===== config.mk =====
export PLATFORM = sky130hd
export DESIGN_NAME = stdp_weight_bank_flat
export DESIGN_NICKNAME = d
export VERILOG_FILES = /design/src/rtl/stdp_weight_bank_if.sv /design/src/rtl/stdp_weight_bank.sv /design/src/flat_wrapper.sv
export SDC_FILE = /design/constraint.sdc
export NUM_CORES = 1
export LEC_CHECK = 0
export ABC_CLOCK_PERIOD_IN_PS = 6900
export CAP_MARGIN = 40
export CORE_MARGIN = 2
export CORE_UTILIZATION = 55
export DETAILED_ROUTE_END_ITERATION = 12
export GPL_TIMING_DRIVEN = 0
export PLACE_DENSITY = 0.77
export SETUP_SLACK_MARGIN = 0.05
export SYNTH_ARGS = -nofsm -noshare
export SYNTH_HDL_FRONTEND = slang
export SYNTH_SLANG_ARGS = --single-unit

===== constraint.sdc =====
create_clock -name clk -period 6.9 [get_ports clk]
set_input_delay 1.38 -clock clk [delete_from_list [all_inputs] [get_ports clk]]
set_output_delay 1.38 -clock clk [all_outputs]
set_load 0.02 [all_outputs]

===== src/rtl/stdp_weight_bank_if.sv =====
// ---------------------------------------------------------------------------
// stdp_weight_bank_if
//
// Request/response bundle for stdp_weight_bank.
//
// Parameters
//   AW       synapse address width (must equal the bank's derived AW)
//   W_WIDTH  weight width
//   STEP_W   update step width
//
// Signals
//   req_valid  request present                     (master -> slave)
//   req_ready  bank accepts a request this cycle   (slave  -> master)
//   req_addr   synapse index                       (master -> slave)
//   req_op     00 read, 01 add, 10 subtract, 11 clear
//   req_step   magnitude for add/subtract          (master -> slave)
//   rsp_valid  one-cycle response pulse            (slave  -> master)
//   rsp_addr   address of the completed request
//   rsp_weight weight after the update
//   rsp_sat    result was clamped
//   rsp_err    address out of range, nothing written
//   we         registered write strobe
// ---------------------------------------------------------------------------
interface stdp_weight_bank_if #(
    parameter int AW      = 2,
    parameter int W_WIDTH = 11,
    parameter int STEP_W  = 4
);
    logic               req_valid;
    logic               req_ready;
    logic [AW-1:0]      req_addr;
    logic [1:0]         req_op;
    logic [STEP_W-1:0]  req_step;
    logic               rsp_valid;
    logic [AW-1:0]      rsp_addr;
    logic [W_WIDTH-1:0] rsp_weight;
    logic               rsp_sat;
    logic               rsp_err;
    logic               we;

    modport master (
        output req_valid, req_addr, req_op, req_step,
        input  req_ready, rsp_valid, rsp_addr, rsp_weight, rsp_sat, rsp_err, we
    );

    modport slave (
        input  req_valid, req_addr, req_op, req_step,
        output req_ready, rsp_valid, rsp_addr, rsp_weight, rsp_sat, rsp_err, we
    );
endinterface


===== src/rtl/stdp_weight_bank.sv =====
// ---------------------------------------------------------------------------
// stdp_weight_bank
//
// Bank of N_SYN unsigned synapse weights with single-cycle saturating
// read-modify-write updates (potentiate / depress / clear / read).
// A request is accepted on a rising edge when req_valid && req_ready; the
// updated weight is stored on that same edge and reported on the bus for
// exactly one cycle afterwards.
//
// Optional feature (compile-time macro STDP_DECAY_EN):
//   a free-running idle counter triggers a decay sweep every DECAY_PERIOD
//   cycles; the sweep walks all addresses in order, one per cycle,
//   decrementing each weight by 1 (floored at 0) while req_ready is low.
//   With the macro undefined there is no counter and no sweep.
//
// Ports
//   clk   clock, rising edge
//   rst   asynchronous, active-high reset
//   bus   stdp_weight_bank_if.slave (request/response bundle, see interface)
//
// The interface instance must be built with AW = max(1, clog2(N_SYN)) and
// the same W_WIDTH / STEP_W as this module.
// ---------------------------------------------------------------------------
module stdp_weight_bank #(
    parameter int N_SYN        = 4,
    parameter int W_WIDTH      = 11,
    parameter int STEP_W       = 4,
    parameter int INIT_W       = 0,
    parameter int DECAY_PERIOD = 1024
) (
    input  logic                  clk,
    input  logic                  rst,
    stdp_weight_bank_if.slave     bus
);
    localparam int AW = (N_SYN > 1) ? $clog2(N_SYN) : 1;

    localparam logic [W_WIDTH-1:0] W_MAX  = {W_WIDTH{1'b1}};
    localparam logic [W_WIDTH-1:0] W_INIT = W_WIDTH'(INIT_W);

    localparam logic [1:0] OP_READ  = 2'b00;
    localparam logic [1:0] OP_POT   = 2'b01;
    localparam logic [1:0] OP_DEP   = 2'b10;
    localparam logic [1:0] OP_CLEAR = 2'b11;

    typedef enum logic {
        IDLE  = 1'b0,
        SWEEP = 1'b1
    } state_t;

    state_t state_reg, state_next;

    // Weight storage and per-entry next values
    logic [W_WIDTH-1:0] weight_reg [N_SYN];
    logic [W_WIDTH-1:0] weight_next [N_SYN];

    // Response / strobe registers
    logic               req_ready_reg;
    logic               rsp_valid_reg;
    logic [AW-1:0]      rsp_addr_reg;
    logic [W_WIDTH-1:0] rsp_weight_reg;
    logic               rsp_sat_reg;
    logic               rsp_err_reg;
    logic               we_reg;

    // Request datapath
    logic               accept;
    logic               addr_ok;
    logic [W_WIDTH-1:0] cur_w;
    logic [W_WIDTH:0]   step_ext;
    logic [W_WIDTH:0]   sum_w;
    logic [W_WIDTH:0]   diff_w;
    logic [W_WIDTH-1:0] new_w;
    logic               new_sat;
    logic               do_write;

    // Sweep control (constant zero when decay is not built in)
    logic               sweep_wr;
    logic [AW-1:0]      sweep_idx;

    assign accept   = bus.req_valid && req_ready_reg;
    assign addr_ok  = (32'(bus.req_addr) < N_SYN);
    assign step_ext = {{(W_WIDTH + 1 - STEP_W){1'b0}}, bus.req_step};
    assign sum_w    = {1'b0, cur_w} + step_ext;
    assign diff_w   = {1'b0, cur_w} - step_ext;

    // Read mux guarded per entry so out-of-range addresses on a
    // non-power-of-two bank never index past the array.
    always_comb begin
        cur_w = '0;
        for (int i = 0; i < N_SYN; i++) begin
            if (bus.req_addr == AW'(i)) begin
                cur_w = weight_reg[i];
            end
        end
    end

    // Saturating update. The extra top bit of sum/diff flags overflow or
    // borrow respectively.
    always_comb begin
        new_w    = cur_w;
        new_sat  = 1'b0;
        do_write = 1'b0;
        case (bus.req_op)
            OP_READ: begin
                new_w = cur_w;
            end
            OP_POT: begin
                do_write = 1'b1;
                if (sum_w[W_WIDTH]) begin
                    new_w   = W_MAX;
                    new_sat = 1'b1;
                end else begin
                    new_w = sum_w[W_WIDTH-1:0];
                end
            end
            OP_DEP: begin
                do_write = 1'b1;
                if (diff_w[W_WIDTH]) begin
                    new_w   = '0;
                    new_sat = 1'b1;
                end else begin
                    new_w = diff_w[W_WIDTH-1:0];
                end
            end
            OP_CLEAR: begin
                do_write = 1'b1;
                new_w    = W_INIT;
            end
            default: begin
                new_w = cur_w;
            end
        endcase
        if (!addr_ok) begin
            new_w    = '0;
            new_sat  = 1'b0;
            do_write = 1'b0;
        end
    end

    // Per-entry write selection. Requests and sweeps never overlap because
    // req_ready is low for the whole sweep.
    generate
        for (genvar gi = 0; gi < N_SYN; gi++) begin : g_entry
            logic req_hit;
            logic sweep_hit;
            assign req_hit   = accept && do_write && (bus.req_addr == AW'(gi));
            assign sweep_hit = sweep_wr && (sweep_idx == AW'(gi));
            assign weight_next[gi] =
                req_hit   ? new_w :
                sweep_hit ? ((weight_reg[gi] == '0) ? '0 : weight_reg[gi] - W_WIDTH'(1)) :
                            weight_reg[gi];
        end
    endgenerate

    always_ff @(posedge clk or posedge rst) begin
        if (rst) begin
            for (int i = 0; i < N_SYN; i++) begin
                weight_reg[i] <= W_INIT;
            end
        end else begin
            for (int i = 0; i < N_SYN; i++) begin
                weight_reg[i] <= weight_next[i];
            end
        end
    end

`ifdef STDP_DECAY_EN
    localparam int CNT_W = (DECAY_PERIOD > 2) ? $clog2(DECAY_PERIOD) : 1;

    logic [CNT_W-1:0] cnt_reg;
    logic [AW-1:0]    sweep_idx_reg;
    logic             sweep_due;
    logic             sweep_last;

    assign sweep_due  = (cnt_reg == CNT_W'(DECAY_PERIOD - 1));
    assign sweep_last = (sweep_idx_reg == AW'(N_SYN - 1));
    assign sweep_idx  = sweep_idx_reg;

    always_comb begin
        state_next = state_reg;
        sweep_wr   = 1'b0;
        case (state_reg)
            IDLE: begin
                if (sweep_due) begin
                    state_next = SWEEP;
                end
            end
            SWEEP: begin
                sweep_wr = 1'b1;
                if (sweep_last) begin
                    state_next = IDLE;
                end
            end
            default: begin
                state_next = IDLE;
            end
        endcase
    end

    // Idle counter restarts from zero whenever a sweep is entered or running,
    // so the next sweep is a full period after the previous one ends.
    always_ff @(posedge clk or posedge rst) begin
        if (rst) begin
            cnt_reg       <= '0;
            sweep_idx_reg <= '0;
        end else begin
            if (state_reg == IDLE && !sweep_due) begin
                cnt_reg <= cnt_reg + CNT_W'(1);
            end else begin
                cnt_reg <= '0;
            end
            if (state_reg == SWEEP && !sweep_last) begin
                sweep_idx_reg <= sweep_idx_reg + AW'(1);
            end else begin
                sweep_idx_reg <= '0;
            end
        end
    end
`else
    assign sweep_idx = '0;

    always_comb begin
        state_next = IDLE;
        sweep_wr   = 1'b0;
        case (state_reg)
            IDLE:    state_next = IDLE;
            default: state_next = IDLE;
        endcase
    end
`endif

    always_ff @(posedge clk or posedge rst) begin
        if (rst) begin
            state_reg <= IDLE;
        end else begin
            state_reg <= state_next;
        end
    end

    // req_ready is a register: it follows the next state, so it rises on the
    // first edge after reset and drops on the edge that enters a sweep.
    always_ff @(posedge clk or posedge rst) begin
        if (rst) begin
            req_ready_reg  <= 1'b0;
            rsp_valid_reg  <= 1'b0;
            rsp_addr_reg   <= '0;
            rsp_weight_reg <= '0;
            rsp_sat_reg    <= 1'b0;
            rsp_err_reg    <= 1'b0;
            we_reg         <= 1'b0;
        end else begin
            req_ready_reg <= (state_next == IDLE);
            rsp_valid_reg <= accept;
            we_reg        <= (accept && do_write) || sweep_wr;
            // Response fields hold their last values between responses.
            if (accept) begin
                rsp_addr_reg   <= bus.req_addr;
                rsp_weight_reg <= new_w;
                rsp_sat_reg    <= new_sat;
                rsp_err_reg    <= !addr_ok;
            end
        end
    end

    assign bus.req_ready  = req_ready_reg;
    assign bus.rsp_valid  = rsp_valid_reg;
    assign bus.rsp_addr   = rsp_addr_reg;
    assign bus.rsp_weight = rsp_weight_reg;
    assign bus.rsp_sat    = rsp_sat_reg;
    assign bus.rsp_err    = rsp_err_reg;
    assign bus.we         = we_reg;

endmodule


===== src/flat_wrapper.sv =====
// flat-port wrapper written by rule: the top's interface ports become plain ports
module stdp_weight_bank_flat 
#(
    parameter int N_SYN        = 4,
    parameter int W_WIDTH      = 11,
    parameter int STEP_W       = 4,
    parameter int INIT_W       = 0,
    parameter int DECAY_PERIOD = 1024
)
  (clk, rst, bus_req_valid, bus_req_addr, bus_req_op, bus_req_step, bus_req_ready, bus_rsp_valid, bus_rsp_addr, bus_rsp_weight, bus_rsp_sat, bus_rsp_err, bus_we);
  stdp_weight_bank_if #(.AW(((N_SYN > 1) ? $clog2(N_SYN) : 1)), .W_WIDTH(W_WIDTH), .STEP_W(STEP_W)) bus_i ();
  input  logic clk;
  input  logic rst;
  input wire logic [$bits(bus_i.req_valid)-1:0] bus_req_valid;
  input wire logic [$bits(bus_i.req_addr)-1:0] bus_req_addr;
  input wire logic [$bits(bus_i.req_op)-1:0] bus_req_op;
  input wire logic [$bits(bus_i.req_step)-1:0] bus_req_step;
  output wire logic [$bits(bus_i.req_ready)-1:0] bus_req_ready;
  output wire logic [$bits(bus_i.rsp_valid)-1:0] bus_rsp_valid;
  output wire logic [$bits(bus_i.rsp_addr)-1:0] bus_rsp_addr;
  output wire logic [$bits(bus_i.rsp_weight)-1:0] bus_rsp_weight;
  output wire logic [$bits(bus_i.rsp_sat)-1:0] bus_rsp_sat;
  output wire logic [$bits(bus_i.rsp_err)-1:0] bus_rsp_err;
  output wire logic [$bits(bus_i.we)-1:0] bus_we;
  assign bus_i.req_valid = bus_req_valid;
  assign bus_i.req_addr = bus_req_addr;
  assign bus_i.req_op = bus_req_op;
  assign bus_i.req_step = bus_req_step;
  assign bus_req_ready = bus_i.req_ready;
  assign bus_rsp_valid = bus_i.rsp_valid;
  assign bus_rsp_addr = bus_i.rsp_addr;
  assign bus_rsp_weight = bus_i.rsp_weight;
  assign bus_rsp_sat = bus_i.rsp_sat;
  assign bus_rsp_err = bus_i.rsp_err;
  assign bus_we = bus_i.we;
  stdp_weight_bank #(.N_SYN(N_SYN), .W_WIDTH(W_WIDTH), .STEP_W(STEP_W), .INIT_W(INIT_W), .DECAY_PERIOD(DECAY_PERIOD)) u_core (.clk(clk), .rst(rst), .bus(bus_i));
endmodule

==> results.toml <==
[sta]
setup_viol = 0
fin_tns_setup_ns = 0
relSlewSlack_pct = 40.7
report.final.slew_viol_count = 0
fin_skew_ns = 0.00611
finalHoldViolations = 0
fin_ws_ns = 1.90
tightest_slew_ns = 0.884
fmax_mhz = 200
min_period_over_period_pct = 72.4
rsz0062_at_grt = "no"
period_minus_slack_ns = 5.00

[route]
post-route-drc-count = 0
vias_per_cell = 5.96
vias = 2521
drtIter0Drc = 259
routed_wl_um = 7610
drt_first_pass_iters = 4
wl_per_cell_um = 18.0
final_antenna_net_count = 0

[layout]
largest_register_ffs = 44
post-route-util_pct = 65.7
area_delta_synth_final_pct = 15.9
final_common_cell = "dfrtp_1"
layout-drive-gt1-share_pct = 17.5
antenna_cells = 0
fin_nets = 370
final_cell_mix = "61 x dfrtp_1, 29 x mux2_2, 26 x nand2_1"
stdcell_area_sq_um = 3890

[synth]
synth.distinct_cells = 41
synthCells = 307
yosys_warnings = 0
ys_ff_latch = 61
syn_nets = 332
syn_area_sq_um = 3360
yosysTopAreaCellShare_pct = 45.5
netlist_top_cells_area = "dfrtp_1 45%, mux2_2 9.7%, mux4_2 7.4%"
synth_ff_type = "dfrtp_1"
seq_area_frac_synth_pct = 45.5
async_reset_ff_share_pct = 100
yosys.area.top_type = "dfrtp_1"
avgSynthCellArea_sq_um = 10.9
synth_edf_count = 0

[power]
power_density_nw_per_um2 = 361
leakage_nw = 1.70
fin_total_pwr_w = 0.00140
peakVddDrop_mv = 0.221

[cts]
path_clk_slew_ns = 0.06
postCtsSetupRepairBufs = 0
clock_latency_ns = 0.33
clk_path_buf_depth = 2
h-tree-depth = 3
cts-root-buf = "clkbuf_8"
cts_hold_buf = 0
cts_sinks = 61
cts_inserted_buffers = 9
ctsResizeCount = 0
cts_tree = "yes"

[place]
pre_cts_slack_ns = 1.50
hpwl_um = 5660
routabilityCongestion = 0.950
postPlaceCellArea_sq_um = 3730
port_buffers = 25

[worst_setup_path]
cp_slowest_stage_delay_ns = 0.72
cp_slowest_cell = "a221oi_1"
cp_max_fo = 10
reg2reg_from = "u_core.weight_reg[11]"
critical-path-top-delay-family = "compound AO/OA/AOI/OAI gates"
arrival_ns = 5.18
worstSetupPathType = "in2reg"
worst-path-buf-inv = 4
critPathMostFrequentCell = "inv_1"
r2r_cells = 10
reg2reg_slack_ns = 3.32
path_cells = "buf_6 > clkbuf_1 > mux4_2 > inv_1 > ha_1 > inv_1 > fa_1 > a221o_1 > nor2_1 > mux2_2 > a221oi_1 > o21ai_0"
worstPathRequired_ns = 7.08
start_kind = "input port"
end_kind = "flop"
r2r-end = "u_core.weight_reg[19]"

[global_routing]
grt_max_degree = 40
antenna_found_initial = 0
grt_pass1_wl_um = 12600
grt_overflow_total = 0
grt_pass1_vias = 2537
grt_use_total_pct = 25.6

[die]
floorplan.rows = 28
initial_core_util_pct = 56.7
die_width_um = 82.1
design.die.area_sq_um = 6750
io_pins = 29
core_sq_um = 5920
die_y_um = 82.1

[hold_path]
hold_end = "u_core.weight_reg[1]"
hold_class = "reg2reg"
worstHoldStart = "u_core.weight_reg[1]"
min_delay_path_depth = 2

[flow_run]
drv_cap = 0

[outcome]
status = "completed"
## Yosys cell counts, drive strengths merged, types with 2 or more instances
cell type,n
inv,23
a221oi,3
a221o,6
fa,2
nor2b,3
a21oi,21
o21a,2
ha,12
conb,2
mux2,29
o2111ai,2
clkbuf,12
nand3,5
o211ai,3
dfrtp,61
nor2,20
mux4,11
xnor2,7
o21ai,17
mux2i,2
nor4,4
a22o,7
nand2,26
a211oi,3
xor2,4
nor3,4
buf,3
## layout make-up
cell class / count / area, sq um
Fill cell: 463 / 2030
Multi-Input combinational cell: 207 / 1670
Sequential cell: 61 / 1530
Timing Repair Buffer: 27 / 275
Clock buffer: 12 / 155
Tap cell: 75 / 93.8
Inverter: 24 / 90.1
Buffer: 15 / 75.1
Clock inverter: 2 / 10.0
## per-stage QoR
step                cells  hold slack [ns]
detailed placement    409            0.472
CTS                   423            0.487
finish                423            0.479
global route          423            0.518
global placement      407            0.458
floorplan             307            0.445
## metal layers
layer	vias to the layer above	global-route usage [%]	part of all wire [%]
met3	13	4.02	4.0
li1	1172	-	-
met2	61	40.1	48
met1	1275	35.9	46
met5	-	0	0
met4	0	10.7	1.9
## worst max path at each step
stage | slack [ns] | to | startpoint | cells past startpoint
floorplan | 2.26 | u_core.weight_reg[19] | bus_req_addr[0] | 12
global placement | 1.61 | u_core.bus.rsp_weight[1] | bus_req_addr[0] | 10
detailed placement | 1.50 | u_core.weight_reg[23] | bus_req_addr[0] | 10
CTS | 1.87 | u_core.bus.rsp_weight[1] | bus_req_addr[0] | 10
global route | 1.49 | u_core.bus.rsp_weight[1] | bus_req_addr[0] | 10
finish | 1.90 | u_core.weight_reg[19] | bus_req_addr[0] | 12
## cells by family (layout without fill, tap and decap cells)
kind of cell    count (synthesis)  in the layout  share of synthesized area [%]
other cells                     2              2                          0.224
xor+xnor                       11             11                           2.87
fa+ha+maj                      14             14                           5.66
simple gates                   67             67                           9.17
buf+inv                        39             80                           4.92
mux                            42             42                           17.7
compound gates                 71             71                           14.0
flops                          61             61                           45.5
## power by group
part           switching [W]  total, W  leakage (nW)  internal (W)
registers          0.0000603  0.000536         0.759      0.000476
logic               0.000315  0.000592         0.852      0.000277
clock network       0.000131  0.000276        0.0881      0.000145
## tightest hold or removal path, stage by stage (launching register included)
cell     delay, ns
dfrtp_1       0.34
nand2_1       0.04
o21ai_0       0.06
Power figures use the tool's default switching activity.
==> edit: new RTL, same flow settings <==
Add a define of `STDP_DECAY_EN`.
--- a/src/rtl/stdp_weight_bank.sv
+++ b/src/rtl/stdp_weight_bank.sv
@@ -22,4 +22,6 @@
 // the same W_WIDTH / STEP_W as this module.
 // ---------------------------------------------------------------------------
+`define STDP_DECAY_EN
+
 module stdp_weight_bank #(
     parameter int N_SYN        = 4,
Formal check against the unedited RTL: same outputs for any inputs over 4 cycles, from zero or initial values and one cycle with rst high; that may be too few to reach the edited logic, so the function may still have changed.
==> edit against the unedited design <==
- total power up 38%
- register-to-register slack worse by 0.64 ns
- sequential cell count up 13
- maximum frequency down 8.2%
- combinational power up 39%
- worst setup slack worse by 0.45 ns
- area after synthesis up 53%
- clock power up 54%
- cell area up 50%
- wire length up 110%
- non-clock buffer count up 18
- critical path type unchanged
==> edit: results <==
metrics = {
    "floorplanning": {
        "core-area_sq_um": 9153,
    },
    "cells_and_area": {
        "insertedDiodeCount": 1,
        "multi_input_cells": 447,
        "num-nets-final": 654,
        "layout.sequential_cells": 74,
        "n_all_buffers": 60,
        "buffer_area_share_pct": 7.353,
        "drive_gt1_share_pct": 8.626,
        "clock_area_share_pct": 4.257,
        "fin_cells": 738,
        "multiInputGateArea_sq_um": 3039,
        "final_area_sq_um": 5819,
        "sh_seq_area_pct": 31.82,
        "nonClockInverterCount": 29,
        "fill_cells": 796,
    },
    "run_status": {
        "outcome": "completed",
    },
    "clock_network": {
        "clk_latency_ns": 0.36,
        "cts_resized": 0,
        "cts_buffers": 9,
        "clk_pin_slew_ns": 0.09,
        "root_buffer": "clkbuf_8",
    },
    "synth": {
        "synth_nets": 612,
        "seq_area_frac_synth_pct": 36.13,
        "ys_async_sr_fraction_pct": 100.0,
        "synth_top_cells_by_area": "dfrtp_1, ha_1, o21ai_0, nand2_1, mux4_2",
        "synth_cell_types": 72,
        "ys_warn_count": 0,
        "synth_commonest_cells": "dfrtp_1, nand2_1, o21ai_0, nor2_1, nor3_1",
        "avgSynthCellArea_sq_um": 8.851,
    },
    "drt": {
        "drt_first_pass_iters": 6,
        "drt_iter0_markers": 527,
        "wl_per_cell_um": 21.90,
        "dr_total_vias": 5022,
    },
    "worst_setup_path": {
        "cp-endpoint": "u_core.weight_reg[20]$_DFFE_PP0P_",
        "path_max_fanout": 10,
        "arrival_ns": 5.65,
        "r2r-start": "u_core.weight_reg[3]$_DFFE_PP0P_",
        "r2r_slack_ns": 2.68,
        "crit_start": "bus_req_addr[1]",
        "ff2ff_path_depth": 8,
    },
    "timing": {
        "tightest_slew_ns": 1.084,
        "skew_ns": 0.01313,
        "period_needed_ns": 5.447,
        "whs_ns": 0.4845,
    },
    "power_and_ir_drop": {
        "pwr_density_cell_nw_per_um2": 333.1,
        "comb_cell_power_mw": 0.825,
        "swShare_pct": 43.20,
        "seq-power_mw": 0.689,
        "leakagePower_nw": 2.390,
        "ir_worst_vdd_mv": 0.1763,
    },
    "placement": {
        "dp.cells": 721,
        "placed_area_sq_um": 5569,
        "pre_cts_ws_ns": 1.185,
        "place_congestion": 0.9748,
        "hpwl_um": 11930,
    },
    "global_routing": {
        "grt_start_max_net_pins": 48,
        "antenna_found_initial": 0,
        "grt_pass1_wl_um": 25570,
        "grt_pass1_vias": 4640,
        "grt_usage_pct": 33.67,
    },
}
edit: layer usage:
metal	vias up	track usage [%]	share of wire, %
met2	302	52.66	46
met3	53	5.895	8.7
li1	2278	-	-
met4	0	16.75	4.9
met1	2389	45.40	40
met5	-	0	0
edit: cell families (layout without fill, tap and decap cells):
group	after synthesis	after routing	synth area share [%]
AO/OA/AOI/OAI	183	183	24.68
XOR/XNOR	12	12	2.051
adder cells (fa/ha/maj)	22	22	5.664
buffers and inverters	58	105	4.566
flip-flops	74	74	36.13
multiplexers	17	17	6.274
other	1	2	0.07317
AND/OR/NAND/NOR	212	212	20.56
edit: worst min path at each step:
| stage | depth (start not counted) | end | startpoint |
|---|---|---|---|
| after floorplan | 1 | u_core.cnt_reg[0]$_DFF_PP0_ | u_core.cnt_reg[0]$_DFF_PP0_ |
| after global placement | 2 | u_core.bus.rsp_weight[0]$_DFFE_PP0P_ | u_core.bus.rsp_weight[0]$_DFFE_PP0P_ |
| after detailed placement | 2 | u_core.bus.rsp_weight[0]$_DFFE_PP0P_ | u_core.bus.rsp_weight[0]$_DFFE_PP0P_ |
| after CTS | 2 | u_core.bus.rsp_weight[0]$_DFFE_PP0P_ | u_core.bus.rsp_weight[0]$_DFFE_PP0P_ |
| after global routing | 1 | u_core.sweep_idx[0]$_DFF_PP0_ | u_core.sweep_idx[0]$_DFF_PP0_ |
| final | 2 | u_core.bus.rsp_weight[1]$_DFFE_PP0P_ | u_core.bus.rsp_weight[1]$_DFFE_PP0P_ |
edit: critical path, cell delays in order:
cell and delay, ns:
buf_2 0.21, buf_1 0.52, mux4_2 0.67, ha_1 0.39
a211oi_1 0.67, o211ai_1 0.34, o32a_1 0.41, a22oi_1 0.81
o221ai_1 0.25
